### src/rtl/bp_pkg.sv
// Shared branch-prediction types.
// XLEN / INSN_BYTES: architectural widths used by the fetch and resolve paths.
// bp_update_t: the predictor's update port {valid, taken, pc, target}.
// pred_rec_t: one fetch-time prediction record {pc, pred_npc}.
package bp_pkg;
  localparam int XLEN = 32;
  localparam logic [XLEN-1:0] INSN_BYTES = 32'd4;

  typedef struct packed {
    logic            valid;
    logic            taken;
    logic [XLEN-1:0] pc;
    logic [XLEN-1:0] target;
  } bp_update_t;

  typedef struct packed {
    logic [XLEN-1:0] pc;
    logic [XLEN-1:0] pred_npc;
  } pred_rec_t;
endpackage

### src/rtl/branch_resolve_unit_if.sv
// Bus between the pipeline/predictor and branch_resolve_unit.
// master: pipeline side (drives IF/EX signals, observes update/redirect/status).
// slave : branch_resolve_unit.
// Handshake: if_valid and ex_valid are single-cycle strobes with no ready;
// the caller stalls fetch while fifo_full is high and deasserts both strobes
// on stalled cycles. upd_* and redirect are valid in the same cycle as ex_valid.
interface branch_resolve_unit_if #(parameter int CNT_W = 16);
  logic              if_valid;
  logic [31:0]       if_pc;
  logic [31:0]       if_pred_npc;
  logic              ex_valid;
  logic [31:0]       ex_pc;
  logic              ex_is_ctrl;
  logic              ex_taken;
  logic [31:0]       ex_target;
  logic              upd_valid;
  logic              upd_taken;
  logic [31:0]       upd_pc;
  logic [31:0]       upd_target;
  logic              redirect;
  logic [31:0]       redirect_pc;
  logic              fifo_full;
  logic              desync_err;
  logic [CNT_W-1:0]  branch_cnt;
  logic [CNT_W-1:0]  mispred_cnt;

  modport master (
    output if_valid, if_pc, if_pred_npc,
    output ex_valid, ex_pc, ex_is_ctrl, ex_taken, ex_target,
    input  upd_valid, upd_taken, upd_pc, upd_target,
    input  redirect, redirect_pc, fifo_full, desync_err,
    input  branch_cnt, mispred_cnt
  );

  modport slave (
    input  if_valid, if_pc, if_pred_npc,
    input  ex_valid, ex_pc, ex_is_ctrl, ex_taken, ex_target,
    output upd_valid, upd_taken, upd_pc, upd_target,
    output redirect, redirect_pc, fifo_full, desync_err,
    output branch_cnt, mispred_cnt
  );
endinterface

### src/rtl/bru_track_fifo.sv
// In-order circular FIFO of prediction records.
// Ports: clk, reset (sync, active-high); clear drops all entries; push/push_rec
// write at the tail; pop retires the head; head is the oldest record; full/empty
// come from registered state only. Callers push only when !full or popping in
// the same cycle, and pop only when !empty.
module bru_track_fifo
  import bp_pkg::*;
#(
  parameter int DEPTH = 4,
  parameter int PTR_W = 2
) (
  input  logic      clk,
  input  logic      reset,
  input  logic      clear,
  input  logic      push,
  input  logic      pop,
  input  pred_rec_t push_rec,
  output pred_rec_t head,
  output logic      full,
  output logic      empty
);
  pred_rec_t        mem_q [DEPTH];
  pred_rec_t        mem_d [DEPTH];
  logic [PTR_W-1:0] rd_ptr_q, rd_ptr_d;
  logic [PTR_W-1:0] wr_ptr_q, wr_ptr_d;
  logic [PTR_W:0]   count_q, count_d;

  always_comb begin
    mem_d    = mem_q;
    rd_ptr_d = rd_ptr_q;
    wr_ptr_d = wr_ptr_q;
    count_d  = count_q;
    if (clear) begin
      rd_ptr_d = '0;
      wr_ptr_d = '0;
      count_d  = '0;
    end else begin
      if (pop) rd_ptr_d = rd_ptr_q + 1'b1;
      if (push) begin
        mem_d[wr_ptr_q] = push_rec;
        wr_ptr_d        = wr_ptr_q + 1'b1;
      end
      // Simultaneous push and pop leaves occupancy unchanged, even when full.
      if (push && !pop)      count_d = count_q + 1'b1;
      else if (pop && !push) count_d = count_q - 1'b1;
    end
  end

  always_ff @(posedge clk) begin
    if (reset) begin
      rd_ptr_q <= '0;
      wr_ptr_q <= '0;
      count_q  <= '0;
    end else begin
      rd_ptr_q <= rd_ptr_d;
      wr_ptr_q <= wr_ptr_d;
      count_q  <= count_d;
    end
  end

  // Record storage needs no reset: occupancy gates every read.
  always_ff @(posedge clk) begin
    mem_q <= mem_d;
  end

  assign head  = mem_q[rd_ptr_q];
  assign full  = (count_q == (PTR_W+1)'(DEPTH));
  assign empty = (count_q == '0);
endmodule

### src/rtl/branch_resolve_unit.sv
// Resolution side of the fetch-stage BTB / 2-bit-counter predictor.
// Ports: clk, reset (sync, active-high); bus (slave modport) carries the IF
// record push, the EX resolve inputs, the predictor update port, the
// redirect/flush, fifo_full, sticky desync_err and saturating statistics.
// Update and redirect are combinational from EX inputs because the predictor
// samples them at the falling edge of the same cycle.
module branch_resolve_unit
  import bp_pkg::*;
#(
  parameter int DEPTH = 4,
  parameter int PTR_W = 2,
  parameter int CNT_W = 16
) (
  input  logic                  clk,
  input  logic                  reset,
  branch_resolve_unit_if.slave  bus
);
  pred_rec_t       head;
  pred_rec_t       push_rec;
  logic            full, empty;
  logic            pop, push, mispredict;
  logic [XLEN-1:0] anpc;
  bp_update_t      upd;

  logic             desync_q, desync_d;
  logic [CNT_W-1:0] branch_cnt_q, branch_cnt_d;
  logic [CNT_W-1:0] mispred_cnt_q, mispred_cnt_d;

  assign push_rec = '{pc: bus.if_pc, pred_npc: bus.if_pred_npc};

  // Actual next PC; a stale taken BTB hit on a non-control instruction
  // mismatches against pc+4 and is redirected like any other mispredict.
  assign anpc       = (bus.ex_is_ctrl && bus.ex_taken) ? bus.ex_target
                                                       : bus.ex_pc + INSN_BYTES;
  assign mispredict = bus.ex_valid && !empty && (head.pred_npc != anpc);

  // The head record is retired even on a PC mismatch so the queue keeps
  // draining; the mismatch is reported through desync_err instead.
  assign pop  = bus.ex_valid && !empty;
  // A push in a redirect cycle is a wrong-path fetch and is discarded.
  assign push = bus.if_valid && (!full || pop) && !mispredict;

  // Training does not look at FIFO state so the predictor learns on desync.
  always_comb begin
    upd        = '0;
    upd.valid  = bus.ex_valid && bus.ex_is_ctrl;
    upd.taken  = bus.ex_valid && bus.ex_taken;
    upd.pc     = bus.ex_valid ? bus.ex_pc : '0;
    upd.target = bus.ex_valid ? bus.ex_target : '0;
  end

  always_comb begin
    desync_d      = desync_q;
    branch_cnt_d  = branch_cnt_q;
    mispred_cnt_d = mispred_cnt_q;
    if (bus.ex_valid && empty)                    desync_d = 1'b1;
    if (pop && (head.pc != bus.ex_pc))            desync_d = 1'b1;
    if (bus.if_valid && full && !pop)             desync_d = 1'b1;
    if (upd.valid && (branch_cnt_q != '1))        branch_cnt_d  = branch_cnt_q + 1'b1;
    if (mispredict && (mispred_cnt_q != '1))      mispred_cnt_d = mispred_cnt_q + 1'b1;
  end

  always_ff @(posedge clk) begin
    if (reset) begin
      desync_q      <= 1'b0;
      branch_cnt_q  <= '0;
      mispred_cnt_q <= '0;
    end else begin
      desync_q      <= desync_d;
      branch_cnt_q  <= branch_cnt_d;
      mispred_cnt_q <= mispred_cnt_d;
    end
  end

  bru_track_fifo #(.DEPTH(DEPTH), .PTR_W(PTR_W)) u_fifo (
    .clk      (clk),
    .reset    (reset),
    .clear    (mispredict),
    .push     (push),
    .pop      (pop),
    .push_rec (push_rec),
    .head     (head),
    .full     (full),
    .empty    (empty)
  );

  assign bus.upd_valid   = upd.valid;
  assign bus.upd_taken   = upd.taken;
  assign bus.upd_pc      = upd.pc;
  assign bus.upd_target  = upd.target;
  assign bus.redirect    = mispredict;
  assign bus.redirect_pc = bus.ex_valid ? anpc : '0;
  assign bus.fifo_full   = full;
  assign bus.desync_err  = desync_q;
  assign bus.branch_cnt  = branch_cnt_q;
  assign bus.mispred_cnt = mispred_cnt_q;
endmodule

### src/flat_wrapper.sv
// flat-port wrapper written by rule: the top's interface ports become plain ports
module branch_resolve_unit_flat import bp_pkg::*;
#(
  parameter int DEPTH = 4,
  parameter int PTR_W = 2,
  parameter int CNT_W = 16
)
  (clk, reset, bus_if_valid, bus_if_pc, bus_if_pred_npc, bus_ex_valid, bus_ex_pc, bus_ex_is_ctrl, bus_ex_taken, bus_ex_target, bus_upd_valid, bus_upd_taken, bus_upd_pc, bus_upd_target, bus_redirect, bus_redirect_pc, bus_fifo_full, bus_desync_err, bus_branch_cnt, bus_mispred_cnt);
  branch_resolve_unit_if #(.CNT_W(CNT_W)) bus_i ();
  input  logic clk;
  input  logic reset;
  input wire logic [$bits(bus_i.if_valid)-1:0] bus_if_valid;
  input wire logic [$bits(bus_i.if_pc)-1:0] bus_if_pc;
  input wire logic [$bits(bus_i.if_pred_npc)-1:0] bus_if_pred_npc;
  input wire logic [$bits(bus_i.ex_valid)-1:0] bus_ex_valid;
  input wire logic [$bits(bus_i.ex_pc)-1:0] bus_ex_pc;
  input wire logic [$bits(bus_i.ex_is_ctrl)-1:0] bus_ex_is_ctrl;
  input wire logic [$bits(bus_i.ex_taken)-1:0] bus_ex_taken;
  input wire logic [$bits(bus_i.ex_target)-1:0] bus_ex_target;
  output wire logic [$bits(bus_i.upd_valid)-1:0] bus_upd_valid;
  output wire logic [$bits(bus_i.upd_taken)-1:0] bus_upd_taken;
  output wire logic [$bits(bus_i.upd_pc)-1:0] bus_upd_pc;
  output wire logic [$bits(bus_i.upd_target)-1:0] bus_upd_target;
  output wire logic [$bits(bus_i.redirect)-1:0] bus_redirect;
  output wire logic [$bits(bus_i.redirect_pc)-1:0] bus_redirect_pc;
  output wire logic [$bits(bus_i.fifo_full)-1:0] bus_fifo_full;
  output wire logic [$bits(bus_i.desync_err)-1:0] bus_desync_err;
  output wire logic [$bits(bus_i.branch_cnt)-1:0] bus_branch_cnt;
  output wire logic [$bits(bus_i.mispred_cnt)-1:0] bus_mispred_cnt;
  assign bus_i.if_valid = bus_if_valid;
  assign bus_i.if_pc = bus_if_pc;
  assign bus_i.if_pred_npc = bus_if_pred_npc;
  assign bus_i.ex_valid = bus_ex_valid;
  assign bus_i.ex_pc = bus_ex_pc;
  assign bus_i.ex_is_ctrl = bus_ex_is_ctrl;
  assign bus_i.ex_taken = bus_ex_taken;
  assign bus_i.ex_target = bus_ex_target;
  assign bus_upd_valid = bus_i.upd_valid;
  assign bus_upd_taken = bus_i.upd_taken;
  assign bus_upd_pc = bus_i.upd_pc;
  assign bus_upd_target = bus_i.upd_target;
  assign bus_redirect = bus_i.redirect;
  assign bus_redirect_pc = bus_i.redirect_pc;
  assign bus_fifo_full = bus_i.fifo_full;
  assign bus_desync_err = bus_i.desync_err;
  assign bus_branch_cnt = bus_i.branch_cnt;
  assign bus_mispred_cnt = bus_i.mispred_cnt;
  branch_resolve_unit #(.DEPTH(DEPTH), .PTR_W(PTR_W), .CNT_W(CNT_W)) u_core (.clk(clk), .reset(reset), .bus(bus_i));
endmodule
### config.mk
export PLATFORM = sky130hd
export DESIGN_NAME = branch_resolve_unit_flat
export DESIGN_NICKNAME = d
export VERILOG_FILES = /design/src/rtl/bp_pkg.sv /design/src/rtl/branch_resolve_unit_if.sv /design/src/rtl/bru_track_fifo.sv /design/src/rtl/branch_resolve_unit.sv /design/src/flat_wrapper.sv
export SDC_FILE = /design/constraint.sdc
export NUM_CORES = 1
export LEC_CHECK = 0
export ABC_AREA = 1
export BUFFER_PORTS_ARGS = -buffer_cell sky130_fd_sc_hd__buf_4
export CORE_ASPECT_RATIO = 1.1
export CORE_MARGIN = 10
export CORE_UTILIZATION = 25
export DETAILED_ROUTE_END_ITERATION = 10
export GPL_TIMING_DRIVEN = 0
export PLACE_DENSITY = 0.46
export SLEW_MARGIN = 10
export SYNTH_ARGS = -nofsm -noshare
export SYNTH_HDL_FRONTEND = slang
export SYNTH_HIERARCHICAL = 1
export SYNTH_SLANG_ARGS = --single-unit
### constraint.sdc
create_clock -name clk -period 19.21 [get_ports clk]
set_input_delay 3.842 -clock clk [delete_from_list [all_inputs] [get_ports clk]]
set_output_delay 3.842 -clock clk [all_outputs]
set_load 0.05 [all_outputs]
==> qor.json <==
{
  "boundaryPins": 267,
  "syn_to_final_growth_pct": 28.9,
  "startpoint_kind_of_the_worst_setup_timing_path": "input port",
  "route.antenna.remaining_nets": 0,
  "cts-htree-levels": 2,
  "yosys_most_used_dff": "sky130_fd_sc_hd__edfxtp_1",
  "hold_buffers": 0,
  "netlist-cell-type-count": 42,
  "placement_rows": 94,
  "drive_above_1_share": 0.212,
  "final_net_count": 2133,
  "ys_async_sr_fraction": 0,
  "setup.reg_to_reg.worst_slack_ns": 14.05,
  "vias_per_cell": 4.62,
  "synth_edf_count": 256,
  "setup_total_negative_slack_ns": 0,
  "initial_antenna_violation_count": 5,
  "synth_area_per_cell_sq_um": 8.93,
  "floorplan.core_area_sq_mm": 0.0595,
  "report.final.setup_viol": 0,
  "final-max-slew-violation-count": 0,
  "timing.fmax_mhz": 94.7,
  "post_cts.resized_instances": 0,
  "shortest_clock_period_the_worst_path_allows_after_layout_ns": 10.56,
  "run_status": "completed",
  "drcViolationCount": 0,
  "global_route.usage.total": 0.156,
  "skew_pair_late_insertion_delay_ns": 0.55,
  "holdCritPathClass": "register to register",
  "floorplan.initialDensity": 0.252,
  "fillerInstances": 6216,
  "timing.max_slew.rel_slack": 0.259,
  "worstRegToRegCells": 17,
  "initialDrtViolationCount": 794,
  "synth_area_sq_mm": 0.0150,
  "final_util": 0.324,
  "clock_sink_count": 296,
  "vias": 12900,
  "cts_made_buffers": 36,
  "finClkSkew_ns": 0.0236,
  "tightest_slew_ns": 1.11,
  "fp.dieH_microns": 277,
  "timing.critical_path.to_type": "primary output",
  "synth.net_count": 1819,
  "critPathRequiredTime_ns": 15.37,
  "avgRoutedWirePerCell_microns": 20.4,
  "io_buffer_count": 265,
  "timing.setup.critical_path_class": "input port to primary output",
  "report.power.total_w": 0.00213,
  "grt_first_pass_wirelength_microns": 82000,
  "die-area_sq_mm": 0.0701,
  "number_of_buffers_on_the_longest_clock_path": 3,
  "fin_crit_sh": 0.550,
  "clkTransAtPathRegs_ns": 0.05,
  "routabilityCongestion": 0.836,
  "timing.critical_path.fanout_max": 10,
  "drt_wl_total_microns": 56700,
  "cts_tree": "built",
  "die_w_microns": 253,
  "vdd_ir_drop_max_v": 0.0000573,
  "count_of_maximum_capacitance_violations": 0,
  "post-dp-hpwl_microns": 43200,
  "power.density_cell_area_mw_per_mm2": 110,
  "proportion_of_synthesized_chip_area_in_sequential_cells": 0.567,
  "cellLeakagePower_nw": 8.06,
  "overflow": 0,
  "firstDrtPassIters": 5,
  "syn_inst": 1676,
  "ys_ff_latch": 296,
  "setup_repair_after_global_routing_missed_its_margin": "no",
  "cp_data_arrival_time_ns": 6.72,
  "grt_pass1_vias": 12700,
  "synth-warning-count": 6,
  "worstHoldPathCells": 1,
  "root_buffer": "sky130_fd_sc_hd__clkbuf_16",
  "cts_setup_buffers": 0,
  "grt_max_degree": 24,
  "final_hold_viol_count": 0
}
Yosys cell counts (2+ instances only):
library cell / instances / area, sq um
sky130_fd_sc_hd__nand2_1: 341 / 1280
sky130_fd_sc_hd__nor2_1: 257 / 965
sky130_fd_sc_hd__edfxtp_1: 256 / 7690
sky130_fd_sc_hd__inv_1: 192 / 721
sky130_fd_sc_hd__o21ai_0: 104 / 521
sky130_fd_sc_hd__nand3_1: 98 / 490
sky130_fd_sc_hd__o22ai_1: 65 / 407
sky130_fd_sc_hd__dfxtp_1: 40 / 801
sky130_fd_sc_hd__a21oi_1: 35 / 175
sky130_fd_sc_hd__clkbuf_1: 34 / 128
sky130_fd_sc_hd__o21ai_1: 33 / 165
sky130_fd_sc_hd__o21ai_2: 26 / 228
sky130_fd_sc_hd__nand4_1: 23 / 144
sky130_fd_sc_hd__or2_2: 20 / 125
sky130_fd_sc_hd__xor2_1: 20 / 175
sky130_fd_sc_hd__nor3_1: 18 / 90.1
sky130_fd_sc_hd__buf_2: 15 / 75.1
sky130_fd_sc_hd__buf_6: 14 / 158
sky130_fd_sc_hd__clkinv_1: 14 / 52.6
sky130_fd_sc_hd__nand3b_1: 11 / 82.6
sky130_fd_sc_hd__ha_1: 8 / 100
sky130_fd_sc_hd__nor2_2: 7 / 43.8
sky130_fd_sc_hd__nor4_1: 7 / 43.8
sky130_fd_sc_hd__nor2_4: 5 / 56.3
sky130_fd_sc_hd__nand2_2: 4 / 25.0
sky130_fd_sc_hd__a2111oi_0: 3 / 26.3
sky130_fd_sc_hd__buf_1: 3 / 11.3
sky130_fd_sc_hd__buf_4: 3 / 22.5
sky130_fd_sc_hd__inv_2: 3 / 11.3
sky130_fd_sc_hd__xnor2_1: 3 / 26.3
sky130_fd_sc_hd__nor3b_1: 2 / 15.0
sky130_fd_sc_hd__o21bai_1: 2 / 15.0
layout by cell type (no fill, tap or decap), types with 11 or more instances in the layout:
master                        n
sky130_fd_sc_hd__nand2_1    341
sky130_fd_sc_hd__buf_4      268
sky130_fd_sc_hd__edfxtp_1   256
sky130_fd_sc_hd__nor2_1     253
sky130_fd_sc_hd__inv_1      192
sky130_fd_sc_hd__o21ai_0    104
sky130_fd_sc_hd__nand3_1     98
sky130_fd_sc_hd__o22ai_1     65
sky130_fd_sc_hd__dfxtp_1     40
sky130_fd_sc_hd__clkbuf_1    38
sky130_fd_sc_hd__clkbuf_16   36
sky130_fd_sc_hd__a21oi_1     35
sky130_fd_sc_hd__o21ai_1     33
sky130_fd_sc_hd__clkinv_1    26
sky130_fd_sc_hd__o21ai_2     26
sky130_fd_sc_hd__nand4_1     23
sky130_fd_sc_hd__or2_2       20
sky130_fd_sc_hd__xor2_1      20
sky130_fd_sc_hd__nor3_1      18
sky130_fd_sc_hd__buf_2       15
sky130_fd_sc_hd__buf_6       14
sky130_fd_sc_hd__nand3b_1    11
critical path, cell delays in order:
cell                       delay (ns)
sky130_fd_sc_hd__buf_4           0.12
sky130_fd_sc_hd__nand2_1         0.09
sky130_fd_sc_hd__buf_2           0.25
sky130_fd_sc_hd__buf_2           0.36
sky130_fd_sc_hd__mux2i_1         0.45
sky130_fd_sc_hd__o21bai_1        0.11
sky130_fd_sc_hd__nor3_1          0.22
sky130_fd_sc_hd__nand3_1         0.16
sky130_fd_sc_hd__nor2_1          0.26
sky130_fd_sc_hd__nand3_2         0.26
sky130_fd_sc_hd__buf_6           0.23
sky130_fd_sc_hd__nand2_1         0.07
sky130_fd_sc_hd__inv_2           0.08
sky130_fd_sc_hd__buf_4           0.19
area by class of cell:
class	count	area [sq um]	share of cell area
Antenna cell	2	5.00	0.000259
Buffer	70	409	0.0212
Clock buffer	40	916	0.0474
Clock inverter	23	196	0.0102
Inverter	209	785	0.0406
Multi-Input combinational cell	1101	5320	0.276
Sequential cell	296	8490	0.440
Tap cell	768	961	0.0498
Timing Repair Buffer	276	2220	0.115
per-stage QoR:
step / hold WS (ns) / std cells / worst slack (ns) / cell area (sq um)
finish: 0.503 / 2785 / 8.65 / 19300
global route: 0.534 / 2783 / 8.50 / 19300
CTS: 0.506 / 2783 / 8.72 / 19300
detailed placement: 0.492 / 2720 / 8.74 / 18200
global placement: 0.485 / 2709 / 6.12 / 17900
floorplan: 0.490 / 1676 / 9.88 / 15000
sequential cells by signal, indices dropped and copies added (netlist names):
register,count
u_core/u_fifo/mem_q,256
u_core/bus.mispred_cnt,16
u_core/u_fifo/wr_ptr_q,2
u_core/bus.desync_err,1
u_core/u_fifo/rd_ptr_q,2
u_core/u_fifo/count_q,3
u_core/bus.branch_cnt,16
final timing paths:
check / from / endpoint
setup / recovery: bus_ex_is_ctrl / bus_redirect
hold / removal: u_core/bus.branch_cnt[3] / u_core/bus.branch_cnt[3]
setup reg to reg: u_core/u_fifo/rd_ptr_q[0] / u_core/u_fifo/mem_q[172]
hold reg to reg: u_core/bus.branch_cnt[3] / u_core/bus.branch_cnt[3]
kinds of logic (layout without fill, tap and decap cells):
kind of cell / count (synthesis) / in the layout / synth area share
muxes: 1 / 1 / 0.000669
xor gates and xnor gates: 23 / 23 / 0.0135
DFF: 296 / 296 / 0.567
and+or+nand+nor: 795 / 795 / 0.226
AOI/OAI and AO/OA: 273 / 273 / 0.105
buffers and inverters: 279 / 618 / 0.0797
other: 0 / 2 / 0
adders and majority gates: 9 / 9 / 0.00802
where the power goes:
group / total, W / switching (W) / internal (W)
Clock: 0.000651 / 0.000268 / 0.000383
Combinational: 0.000665 / 0.000454 / 0.000210
Sequential: 0.000815 / 0.0000247 / 0.000790
Total: 0.00213 / 0.000747 / 0.00138
metal layers:
metal	GRT usage	vias up	routed length (microns)
li1	-	6251	-
met1	0.198	6164	25000
met2	0.256	396	26300
met3	0.0449	63	4100
met4	0.0408	6	1260
met5	0	-	36
(Power assumes the default switching activity.)
